File: config.mk
export PLATFORM = sky130hd
export DESIGN_NAME = ir_heart_rate_detector_flat
export DESIGN_NICKNAME = d
export VERILOG_FILES = /design/src/rtl/ir_heart_rate_detector_if.sv /design/src/rtl/ir_heart_rate_detector.sv /design/src/flat_wrapper.sv
export SDC_FILE = /design/constraint.sdc
export NUM_CORES = 1
export LEC_CHECK = 0
export CORE_MARGIN = 1.5
export CORE_UTILIZATION = 50
export DETAILED_ROUTE_END_ITERATION = 7
export PLACE_DENSITY = 0.68
export SLEW_MARGIN = 40
export SYNTH_ARGS = -nofsm -noshare
export SYNTH_HDL_FRONTEND = slang
export SYNTH_SLANG_ARGS = --single-unit
File: constraint.sdc
create_clock -name CLK_Filter -period 4.95 [get_ports CLK_Filter]
set_input_delay 0.99 -clock CLK_Filter [delete_from_list [all_inputs] [get_ports CLK_Filter]]
set_output_delay 0.99 -clock CLK_Filter [all_outputs]
set_load 0.1 [all_outputs]
File: src/rtl/ir_heart_rate_detector_if.sv
// Filtered IR sample stream into the heart-rate detector and its results out.
// The sample source or a testbench takes the master side; the detector takes slave.
interface ir_heart_rate_detector_if;
    logic        Filtered_Valid;
    logic [19:0] In_IR_Filtered;
    logic        Beat_Pulse;
    logic [7:0]  Heart_Rate;
    logic        HR_Valid;
    logic        Signal_Lost;

    modport master (
        output Filtered_Valid, In_IR_Filtered,
        input  Beat_Pulse, Heart_Rate, HR_Valid, Signal_Lost
    );

    modport slave (
        input  Filtered_Valid, In_IR_Filtered,
        output Beat_Pulse, Heart_Rate, HR_Valid, Signal_Lost
    );
endinterface

File: src/rtl/ir_heart_rate_detector.sv
// Hysteresis peak detector with refractory window, beat interval counter
// and a 16-step restoring divider turning the interval into BPM.
module ir_heart_rate_detector #(
    parameter int          SAMPLE_RATE_HZ  = 500,
    parameter logic [19:0] HYST            = 20'd256,
    parameter int          REFRACT_SAMPLES = 150,
    parameter int          TIMEOUT_SAMPLES = 1500
) (
    input logic CLK_Filter,
    input logic rst_n,
    ir_heart_rate_detector_if.slave hr
);
    localparam int IW = $clog2(TIMEOUT_SAMPLES + 1);
    localparam logic [IW-1:0] TMO    = IW'(TIMEOUT_SAMPLES);
    localparam logic [IW-1:0] TMO_M1 = IW'(TIMEOUT_SAMPLES - 1);
    localparam logic [IW-1:0] REFR   = IW'(REFRACT_SAMPLES);
    localparam logic [IW-1:0] ONE    = IW'(1);
    localparam logic [15:0] DIVIDEND = 16'(60 * SAMPLE_RATE_HZ);

    typedef enum logic {SEEK_MIN, RISE} state_t;
    state_t state_q, state_d;

    logic          stb;
    logic [19:0]   smp;
    logic [19:0]   min_q, max_q, min_thr;
    logic [20:0]   min_sum;
    logic [IW-1:0] iv_q, iv_inc;
    logic          have_prev_q;
    logic          timeout, rise, peak, accept, start_div;

    logic          busy_q;
    logic [4:0]    cnt_q;
    logic [15:0]   rem_q, dvd_q, quo_q, dsr_q;
    logic [16:0]   rem_sh;
    logic          q_bit;
    logic [7:0]    bpm_sat;

    logic          beat_q, hr_valid_q, lost_q;
    logic [7:0]    rate_q;

    assign stb = hr.Filtered_Valid;
    assign smp = hr.In_IR_Filtered;

    always_comb begin
        min_sum   = {1'b0, min_q} + {1'b0, HYST};
        min_thr   = min_sum[20] ? 20'hFFFFF : min_sum[19:0];
        iv_inc    = (iv_q == TMO) ? TMO : iv_q + ONE;
        // Timeout fires only on the strobe that reaches the limit, not while saturated.
        timeout   = stb && (iv_q == TMO_M1);
        rise      = (state_q == SEEK_MIN) && (smp > min_thr);
        peak      = (state_q == RISE) &&
                    (({1'b0, smp} + {1'b0, HYST}) < {1'b0, max_q});
        accept    = stb && !timeout && peak &&
                    (!have_prev_q || iv_inc >= REFR);
        start_div = accept && have_prev_q && !busy_q;

        state_d = state_q;
        if (stb) begin
            if (timeout)   state_d = SEEK_MIN;
            else if (rise) state_d = RISE;
            else if (peak) state_d = SEEK_MIN;
        end

        rem_sh  = {rem_q, dvd_q[15]};
        q_bit   = rem_sh >= {1'b0, dsr_q};
        bpm_sat = (|quo_q[15:8]) ? 8'hFF : quo_q[7:0];
    end

    always_ff @(posedge CLK_Filter or negedge rst_n) begin
        if (!rst_n) state_q <= SEEK_MIN;
        else        state_q <= state_d;
    end

    always_ff @(posedge CLK_Filter or negedge rst_n) begin
        if (!rst_n) begin
            min_q       <= '1;
            max_q       <= '0;
            iv_q        <= '0;
            have_prev_q <= 1'b0;
            beat_q      <= 1'b0;
            lost_q      <= 1'b1;
        end else begin
            beat_q <= accept;
            if (stb) begin
                iv_q <= accept ? '0 : iv_inc;
                if (timeout) begin
                    min_q       <= smp;
                    have_prev_q <= 1'b0;
                    lost_q      <= 1'b1;
                end else begin
                    if (state_q == SEEK_MIN && smp < min_q) min_q <= smp;
                    if (rise) max_q <= smp;
                    if (state_q == RISE && smp > max_q) max_q <= smp;
                    if (peak) min_q <= smp;
                    if (accept) begin
                        have_prev_q <= 1'b1;
                        lost_q      <= 1'b0;
                    end
                end
            end
        end
    end

    // Divider runs every clock once started; 16 steps then one write-back clock.
    always_ff @(posedge CLK_Filter or negedge rst_n) begin
        if (!rst_n) begin
            busy_q     <= 1'b0;
            cnt_q      <= '0;
            rem_q      <= '0;
            dvd_q      <= '0;
            quo_q      <= '0;
            dsr_q      <= '0;
            rate_q     <= '0;
            hr_valid_q <= 1'b0;
        end else begin
            hr_valid_q <= 1'b0;
            if (timeout) begin
                busy_q <= 1'b0;
                rate_q <= '0;
            end else if (start_div) begin
                busy_q <= 1'b1;
                cnt_q  <= '0;
                rem_q  <= '0;
                dvd_q  <= DIVIDEND;
                quo_q  <= '0;
                dsr_q  <= 16'(iv_inc);
            end else if (busy_q) begin
                if (cnt_q == 5'd16) begin
                    busy_q     <= 1'b0;
                    rate_q     <= bpm_sat;
                    hr_valid_q <= 1'b1;
                end else begin
                    rem_q <= q_bit ? 16'(rem_sh - {1'b0, dsr_q}) : rem_sh[15:0];
                    dvd_q <= {dvd_q[14:0], 1'b0};
                    quo_q <= {quo_q[14:0], q_bit};
                    cnt_q <= cnt_q + 5'd1;
                end
            end
        end
    end

    assign hr.Beat_Pulse  = beat_q;
    assign hr.Heart_Rate  = rate_q;
    assign hr.HR_Valid    = hr_valid_q;
    assign hr.Signal_Lost = lost_q;
endmodule

File: src/flat_wrapper.sv
// flat-port wrapper written by rule: the top's interface ports become plain ports
module ir_heart_rate_detector_flat 
#(
    parameter int          SAMPLE_RATE_HZ  = 500,
    parameter logic [19:0] HYST            = 20'd256,
    parameter int          REFRACT_SAMPLES = 150,
    parameter int          TIMEOUT_SAMPLES = 1500
)
  (CLK_Filter, rst_n, hr_Filtered_Valid, hr_In_IR_Filtered, hr_Beat_Pulse, hr_Heart_Rate, hr_HR_Valid, hr_Signal_Lost);
  ir_heart_rate_detector_if hr_i ();
  input logic CLK_Filter;
  input logic rst_n;
  input wire logic [$bits(hr_i.Filtered_Valid)-1:0] hr_Filtered_Valid;
  input wire logic [$bits(hr_i.In_IR_Filtered)-1:0] hr_In_IR_Filtered;
  output wire logic [$bits(hr_i.Beat_Pulse)-1:0] hr_Beat_Pulse;
  output wire logic [$bits(hr_i.Heart_Rate)-1:0] hr_Heart_Rate;
  output wire logic [$bits(hr_i.HR_Valid)-1:0] hr_HR_Valid;
  output wire logic [$bits(hr_i.Signal_Lost)-1:0] hr_Signal_Lost;
  assign hr_i.Filtered_Valid = hr_Filtered_Valid;
  assign hr_i.In_IR_Filtered = hr_In_IR_Filtered;
  assign hr_Beat_Pulse = hr_i.Beat_Pulse;
  assign hr_Heart_Rate = hr_i.Heart_Rate;
  assign hr_HR_Valid = hr_i.HR_Valid;
  assign hr_Signal_Lost = hr_i.Signal_Lost;
  ir_heart_rate_detector #(.SAMPLE_RATE_HZ(SAMPLE_RATE_HZ), .HYST(HYST), .REFRACT_SAMPLES(REFRACT_SAMPLES), .TIMEOUT_SAMPLES(TIMEOUT_SAMPLES)) u_core (.CLK_Filter(CLK_Filter), .rst_n(rst_n), .hr(hr_i));
endmodule
After elaboration in Yosys (flattened, before gate mapping)
Cells that the tools add are included.
{ "word_totals": {"ff_bits": 129, "in_bits": 23, "wordCells": 103} }
{ "classes": {"add_sub_neg": 5, "magnitude_cmp": 6, "eq_ne": 5, "n_mux": 41, "n_bitwise": 2, "reduce_logical": 29} }
{ "ops": {"columns": ["cell", "n"], "rows": [
  ["$mux W16", 10],
  ["$mux W20", 6],
  ["$add A20 B9 Y21 const B", 2],
  ["$gt A20 B20 Y1", 2],
  ["$mux W8", 5],
  ["$eq A11 B11 Y1 const B", 2],
  ["$mux W11", 2],
  ["$lt A21 B20 Y1", 1],
  ["$lt A20 B20 Y1", 1],
  ["$ge A17 B11 Y1", 1],
  ["$sub A16 B11 Y16", 1],
  ["$mux W1", 15],
  ["$mux W5", 3],
  ["$add A11 B1 Y11 const B", 1],
  ["$ge A11 B8 Y1 const B", 1],
  ["$logic_and A1 B1 Y1", 10],
  ["$reduce_bool A2 Y1", 5],
  ["$reduce_and A3 Y1", 3],
  ["$reduce_and A2 Y1", 4],
  ["$reduce_or A8 Y1", 1],
  ["$reduce_bool A3 Y1", 2],
  ["$add A5 B1 Y5 const B", 1],
  ["$eq A5 B5 Y1 const B", 1],
  ["$ne A2 B1 Y1 const B", 2],
  ["other kinds (3)", 6]
]} }

Longest topological paths before layout
Gate-level depths: netlist of run 1.
{ "logic_depth": {"ltp_word": 10, "depth_mapped": 16, "mapped_depth_nobuf": 15} }

Worst setup path before layout of run 1
No wires, ideal clock.
{ "synth_path": {"path_kind": "input -> register", "startpoint": "input hr_In_IR_Filtered[8]", "endpoint": "register u_core.min_q[11]", "arrival_ns": 3.622, "required_ns": 4.868, "setup_slack_ns": 1.246, "path_stages": 14, "n_path_buf": 1, "cell_sequence": "ha_1 -> and2_1 -> nand2_1 -> or2_2 -> xnor2_1 -> ha_1 -> nand3_1 -> nor3_1 -> o221ai_1 -> a21o_1 -> and4_1 -> a211oi_1 -> buf_2 -> mux2_2"} }
{ "synth_via": {"elab_chain_len": 5, "word_cells_on_any_way": 9} }
{ "synth_rtl": {"columns": ["element", "line_no", "rtl"], "rows": [
  ["start, declared", "flat_wrapper.sv:14", "input wire logic [$bits(hr_i.In_IR_Filtered)-1:0] hr_In_IR_Filtered;"],
  ["$add A20 B9 Y21", "ir_heart_rate_detector.sv:52", "(({1'b0, smp} + {1'b0, HYST}) < {1'b0, max_q});"],
  ["$lt A21 B20 Y1", "ir_heart_rate_detector.sv:52", null],
  ["$logic_and A1 B1 Y1", "ir_heart_rate_detector.sv:51", "peak = (state_q == RISE) &&"],
  ["$reduce_bool A3 Y1 (no source line) / $mux W20 (equally long branches)", null, null],
  ["$reduce_and A2 Y1 (no source line) / $mux W20 (equally long branches)", null, null],
  ["end signal, assigned", "ir_heart_rate_detector.sv:87", "min_q <= smp;"],
  ["end signal, assigned", "ir_heart_rate_detector.sv:91", "if (state_q == SEEK_MIN && smp < min_q) min_q <= smp;"],
  ["end signal, assigned", "ir_heart_rate_detector.sv:94", "if (peak) min_q <= smp;"],
  ["end, declared", "ir_heart_rate_detector.sv:25", "logic [19:0] min_q, max_q, min_thr;"]
]} }
Parallel ways exist; a longest one is shown, timed or not.
A chain may end at the register's enable or synchronous reset.

Worst setup path after layout of run 1
{ "layout_path": {"startpoint": "register u_core.min_q[11]", "endpoint": "register u_core.max_q[12]"} }
{ "layout_via": {"elab_chain_len": 6} }
{ "layout_rtl": {"columns": ["element", "line_no", "rtl"], "rows": [
  ["$add A20 B9 Y21", "ir_heart_rate_detector.sv:45", "min_sum = {1'b0, min_q} + {1'b0, HYST};"],
  ["$mux W20", "ir_heart_rate_detector.sv:46", "min_thr = min_sum[20] ? 20'hFFFFF : min_sum[19:0];"],
  ["$gt A20 B20 Y1", "ir_heart_rate_detector.sv:50", "rise = (state_q == SEEK_MIN) && (smp > min_thr);"],
  ["$logic_and A1 B1 Y1", "ir_heart_rate_detector.sv:50", null],
  ["$reduce_bool A2 Y1 (no source line)", null, null],
  ["$reduce_and A3 Y1 (no source line)", null, null],
  ["end signal, assigned", "ir_heart_rate_detector.sv:92", "if (rise) max_q <= smp;"],
  ["end signal, assigned", "ir_heart_rate_detector.sv:93", "if (state_q == RISE && smp > max_q) max_q <= smp;"],
  ["end, declared", "ir_heart_rate_detector.sv:25", null]
]} }
No other way between the ends.

==> results of run 1 <==
## power by group through the flow
stage	clock network (mW)	logic [mW]	registers [mW]
2_1_floorplan	0	2.49	2.07
3_3_place_gp	0	3.21	1.97
3_5_place_dp	0	3.34	1.99
4_1_cts	1.33	3.38	1.98
5_1_grt	1.38	3.73	2.06
6_report	1.31	3.37	1.99
## registers in the layout (all words and copies together) (netlist names)
name,flops
u_core.rem_q,16
u_core.hr.Beat_Pulse,1
u_core.state_q,1
u_core.quo_q,16
u_core.hr.Signal_Lost,1
u_core.dsr_q,11
u_core.have_prev_q,1
u_core.dvd_q,12
u_core.min_q,20
u_core.hr.Heart_Rate,8
u_core.hr.HR_Valid,1
u_core.busy_q,1
u_core.cnt_q,5
u_core.max_q,20
u_core.iv_q,11
## routing by layer
metal | vias to the layer above | routed length [um] | GRT usage [%]
li1 | 3063 | - | -
met1 | 3150 | 8591 | 30.85
met2 | 139 | 8860 | 38.58
met3 | 36 | 664 | 3.583
met4 | 0 | 408 | 10.15
met5 | - | 0 | 0
## critical path: cells and delay by family (launching register included)
family,cells,cell delay [ns]
AND/OR/NAND/NOR,10,2.28
flip-flops,1,0.56
multiplexers,2,0.44
buffers and inverters,2,0.39
adder cells (fa/ha/maj),1,0.32
AO/OA/AOI/OAI,1,0.08
## cell usage after synthesis (all sizes together), types with 17 or more instances
cell type / n
xnor2: 24
o21ai: 32
mux2: 44
inv: 67
dfstp: 21
buf: 17
dfrtp: 104
nand2: 48
mux2i: 17
nand3: 28
a22o: 27
a21oi: 39
nor2: 61
ha: 89
nand4: 17
## logic make-up (layout without fill, tap and decap cells)
family / after synthesis / after routing / share of synthesized area, %
simple gates: 221 / 221 / 13.87
compound gates: 186 / 186 / 15.94
flops: 125 / 125 / 38.71
buf+inv: 98 / 150 / 5.236
fa+ha+maj: 90 / 90 / 13.91
mux: 61 / 61 / 8.354
xor+xnor: 37 / 37 / 3.977
## worst max path at each step
stage                                       startpoint                            to  slack [ns]  depth (start not counted)
after floorplan                   hr_In_IR_Filtered[8]  u_core.min_q[11]$_DFFE_PN1P_        1.25                         14
after global placement            hr_In_IR_Filtered[8]  u_core.min_q[10]$_DFFE_PN1P_        0.42                         15
after detailed placement          hr_In_IR_Filtered[8]  u_core.min_q[11]$_DFFE_PN1P_        0.32                         15
after CTS                         hr_In_IR_Filtered[8]   u_core.min_q[1]$_DFFE_PN1P_        0.75                         15
after global routing              hr_In_IR_Filtered[8]   u_core.min_q[1]$_DFFE_PN1P_        0.55                         15
final                     u_core.min_q[11]$_DFFE_PN1P_  u_core.max_q[12]$_DFFE_PN0P_        0.74                         16
## cell type report
cell class	instances	share of cell area (%)
multi-input cells	595	49.25
clock inverters	15	2.034
inverters	67	2.707
repair buffers	51	4.566
clock buffers	17	4.579
flip-flops and latches	125	33.95
well taps	216	2.909
==> metrics.yaml, run 1 <==
tns_ns: 0
final_net_count: 970
fin_ws_ns: 0.7407
ys.flop_type: "dfrtp_1"
yosysWarnings: 0
cts_resized: 0
switching_share_pct: 42.30
critPathKind: "reg -> reg"
synth-edff-count: 0
pre_cts_ws_ns: 0.3221
clk_pin_slew_ns: 0.07
maxCapViolCount: 0
path_cells: "inv_1 > nor3_1 > and3_1 > nand2_1 > nor4_1 > nand3_1 > mux2i_1 > ha_1 > nand2_1 > nor3_1 > nand3_1 > and3_1 > o31ai_1 > nand2_1 > buf_4 > mux2_2"
ant_nets: 0
p_per_area_nw_per_um2: 717.4
syn-cell-area_um2: 8148
fin_area_um2: 9290
dp_cells: 1054
synth_cells: 818
relSlewSlack_pct: 47.96
place_area_um2: 8676
cts.sinks: 125
whs_endpoint: "u_core.dvd_q[10]$_DFFE_PN0P_"
hold_buffers: 0
drc: 0
status: "completed"
synth_seq_cells: 125
grt_first_pass_wirelength_um: 31110
fin_hold_ws_ns: 0.4968
gp_congestion: 0.9144
die_area_um2: 17070
final_core_util_pct: 58.48
cts-root-buf: "clkbuf_16"
regArea_um2: 3154
die_x_um: 130.7
r2r_setup_slack_ns: 0.74
finClkSkew_ns: 0.008982
hold_class: "reg -> reg"
yosysTopAreaCell: "dfrtp_1"
reg2reg_depth: 16
diodes: 0
seq_area_frac_synth_pct: 38.71
worstPathArrival_ns: 4.52
path_common_cell: "nand2_1"
final-setup-viol-count: 0
fmax_ghz: 0.2376
drt-initial-drc-count: 335
tightestPinTransition_ns: 0.7807
worstPathMaxFanout: 12
cts_tree: "yes"
hold_violations: 0
critPathCaptureType: "register"
hp-start: "u_core.dvd_q[10]$_DFFE_PN0P_"
r2r_start: "u_core.min_q[11]$_DFFE_PN1P_"
first_pass_iters: 4
finalWirelength_um: 18520
via_count: 6388
rsz0062_at_grt: "false"
htree_num_levels: 4
clock_latency_ns: 0.43
ir_drop_uv: 517.7
final_common_cell: "dfrtp_1"
p_sw_mw: 2.819
final_max_slew_viol_count: 0
synthesis.nets: 931
cts.path.max_buffers: 2
io_buffers: 33
seq_power_share_pct: 29.8
grt_usage_pct: 23.44
critPathRequiredTime_ns: 5.26
multiInputGateArea_um2: 4576
internal_power_mw: 3.845
clkPwrFrac_pct: 19.7
core_um2: 15890
synth_top_area_share_pct: 31.94
vias_per_cell: 5.882
min_path_cells: 1
grt_max_degree: 77
rows: 46
num-fill-cells: 1362
power_mw: 6.665
grt_overflow: 0
synth_cell_types: 67
slowest_delay_ns: 0.56
syn2layout_area_growth_pct: 14.02
fin_cells: 1086
start_util_pct: 51.29
io_pins: 34
grt_pass1_vias: 6372
dp_hpwl_um: 13440
routedWlPerCell_um: 17.06
period_share_pct: 85.04
r2r_end: "u_core.max_q[12]$_DFFE_PN0P_"
syn_area_per_cell_um2: 9.961
final_cell_mix: "104 x dfrtp_1, 89 x ha_1, 67 x inv_1, 61 x nor2_1, 48 x nand2_1"
die_h_um: 130.7
p_leak_nw: 4.288
async_reset_ff_share_pct: 100.0
numCtsBuffers: 17
synth_area_leaders: "dfrtp_1 32%, ha_1 14%, dfstp_2 6.8%"
combPwrFrac_pct: 50.5
fin_crit_ns: 4.209
drive_gt1_share_pct: 15.98
antenna_found_initial: 0
postCtsSetupRepairBufs: 0
crit_path_start_kind: "register"
slowest_stage: "dfstp_2"
Power figures use the tool's default switching activity.
==> run 2, diff against run 1 <==
--- a/config.mk
+++ b/config.mk
@@ -7,6 +7,7 @@
 export LEC_CHECK = 0
 export CORE_MARGIN = 1.5
 export CORE_UTILIZATION = 50
+export CTS_CLUSTER_SIZE = 16
 export DETAILED_ROUTE_END_ITERATION = 7
 export PLACE_DENSITY = 0.68
 export SLEW_MARGIN = 40
==> results of run 2 <==
Final layout, timing and power as in run 1 (identical DEF).
==> run 3, diff against run 2 <==
--- a/config.mk
+++ b/config.mk
@@ -5,7 +5,7 @@
 export SDC_FILE = /design/constraint.sdc
 export NUM_CORES = 1
 export LEC_CHECK = 0
-export CORE_MARGIN = 1.5
+export CORE_MARGIN = 10
 export CORE_UTILIZATION = 50
 export CTS_CLUSTER_SIZE = 16
 export DETAILED_ROUTE_END_ITERATION = 7
==> metrics.yaml, run 3 (synthesized netlist as in run 1, its figures left out) <==
core_um2: 15940  # +0.36%
seq_power_share_pct: 30.1  # +0.3 points
reg2reg_depth: 16  # unchanged
slowest_stage: "clkdlybuf4s50_1"
maxCapViolCount: 0  # unchanged
drc: 0  # unchanged
hold_buffers: 0  # unchanged
hold_violations: 0  # unchanged
start_util_pct: 51.11  # -0.19 points
htree_num_levels: 4  # unchanged
ir_drop_uv: 467.3  # -9.7%
switching_share_pct: 41.94  # -0.37 points
worstPathArrival_ns: 4.62  # +0.10 ns
cts.path.max_buffers: 2  # unchanged
die_area_um2: 21800  # +28%
path_common_cell: "ha_1"
dp_hpwl_um: 13480  # +0.30%
rsz0062_at_grt: "false"
cts_resized: 0  # unchanged
r2r_end: "u_core.max_q[4]$_DFFE_PN0P_"
hp-start: "u_core.dvd_q[10]$_DFFE_PN0P_"
final_cell_mix: "104 x dfrtp_1, 89 x ha_1, 67 x inv_1, 61 x nor2_1, 48 x nand2_1"
worstPathMaxFanout: 20  # +8
final-setup-viol-count: 0  # unchanged
postCtsSetupRepairBufs: 0  # unchanged
finClkSkew_ns: 0.007989  # -0.0009930 ns
gp_congestion: 0.8861  # -3.1%
finalWirelength_um: 18550  # +0.15%
crit_cells: 15  # -1
fin_hold_ws_ns: 0.4887  # -0.008070 ns
top_regs: "u_core.max_q: 20 flops, u_core.min_q: 20 flops"
diodes: 0  # unchanged
numCtsBuffers: 17  # unchanged
critPathRequiredTime_ns: 5.29  # +0.03 ns
antenna_found_initial: 0  # unchanged
p_leak_nw: 4.258  # -0.70%
p_per_area_nw_per_um2: 711.5  # -0.82%
grt_pass1_vias: 6557  # +2.9%
final_max_slew_viol_count: 0  # unchanged
die_x_um: 147.7  # +13%
clock_latency_ns: 0.42  # about the same
vias_per_cell: 5.835  # -0.80%
relSlewSlack_pct: 47.11  # -0.85 points
first_pass_iters: 4  # unchanged
slowest_delay_ns: 0.60  # +0.04 ns
crit_path_start: "hr_In_IR_Filtered[8]"
cts.sinks: 125  # unchanged
crit_path_start_kind: "primary input"
syn2layout_area_growth_pct: 13.62
critPathKind: "in -> reg"
io_buffers: 33  # unchanged
min_path_cells: 1  # unchanged
r2r_start: "u_core.min_q[11]$_DFFE_PN1P_"
cts_tree: "yes"
whs_endpoint: "u_core.dvd_q[10]$_DFFE_PN0P_"
routedWlPerCell_um: 17.11  # +0.33%
via_count: 6325  # -0.99%
grt_first_pass_wirelength_um: 32140  # +3.3%
io_pins: 34  # unchanged
drt-initial-drc-count: 419  # +25%
drive_gt1_share_pct: 15.67  # -0.31 points
final_net_count: 968  # -0.21%
clkPwrFrac_pct: 18.9  # -0.8 points
final_common_cell: "dfrtp_1"
combPwrFrac_pct: 51.0  # +0.5 points
period_share_pct: 86.39  # +1.4 points
path_cells: "clkdlybuf4s50_1 > ha_1 > and2_1 > nand2_1 > or2_2 > xnor2_1 > ha_1 > nand3_1 > nor3_1 > o221ai_1 > a21o_1 > and4_1 > a211oi_2 > buf_12 > mux2_2"
grt_max_degree: 45  # -42%
tns_ns: 0  # unchanged
r2r_setup_slack_ns: 0.79  # +0.05 ns
cp_top_family: "simple AND/OR/NAND/NOR gates"
crit_buf_inv: 2  # unchanged
fmax_ghz: 0.2338  # -1.6%
grt_overflow: 0  # unchanged
status: "completed"
die_h_um: 147.7  # +13%
ant_nets: 0  # unchanged
rows: 46  # unchanged
hold_class: "reg -> reg"
internal_power_mw: 3.825  # -0.54%
critPathCaptureType: "register"
clk_pin_slew_ns: 0.06  # about the same
grt_usage_pct: 17.79  # -5.7 points
fin_crit_ns: 4.276  # +0.06717 ns
cts-root-buf: "clkbuf_16"
p_sw_mw: 2.762  # -2.0%
tightestPinTransition_ns: 0.7868  # +0.006187 ns
run 3: layout make-up:
cell class                      instances  area (um2)
Clock buffer                           18       429.2
Clock inverter                         14       158.9
Fill cell                            1362        6685
Inverter                               67       251.5
Multi-Input combinational cell        595        4576
Sequential cell                       125        3154
Tap cell                              216       270.3
Timing Repair Buffer                   49       417.9
run 3: worst max path at each step:
stage          slack [ns]                      endpoint
2_1_floorplan        1.25  u_core.min_q[11]$_DFFE_PN1P_
3_3_place_gp         0.43   u_core.min_q[4]$_DFFE_PN1P_
3_5_place_dp         0.27  u_core.min_q[12]$_DFFE_PN1P_
4_1_cts              0.70  u_core.min_q[16]$_DFFE_PN1P_
5_1_grt              0.45  u_core.min_q[10]$_DFFE_PN1P_
6_report             0.67  u_core.min_q[16]$_DFFE_PN1P_
run 3: per-stage QoR:
step                      instance area (um2)  cells  power, mW  worst slack [ns]  util (%)
after floorplan                          8148    818      4.565             1.246         -
after global placement                   8725   1052      5.188            0.4293     54.72
after detailed placement                 8670   1052      5.312            0.2661     54.38
after CTS                                9258   1084      6.612            0.6963     58.07
after global routing                     9258   1084      7.129            0.4533     58.07
final                                    9258   1084      6.587            0.6735     58.07
run 3: routing by layer:
| metal | global-route usage (%) | vias up | part of all wire [%] |
|---|---|---|---|
| li1 | - | 3041 | - |
| met1 | 22.74 | 3131 | 46 |
| met2 | 29.15 | 130 | 48 |
| met3 | 3.602 | 23 | 3.8 |
| met4 | 6.492 | 0 | 2.0 |
| met5 | 0 | - | 0 |
run 3: power groups by stage:
stage	combinational [mW]	clock, mW	sequential, mW
2_1_floorplan	2.49	0	2.07
3_3_place_gp	3.22	0	1.96
3_5_place_dp	3.33	0	1.98
4_1_cts	3.37	1.27	1.98
5_1_grt	3.75	1.32	2.05
6_report	3.36	1.25	1.99
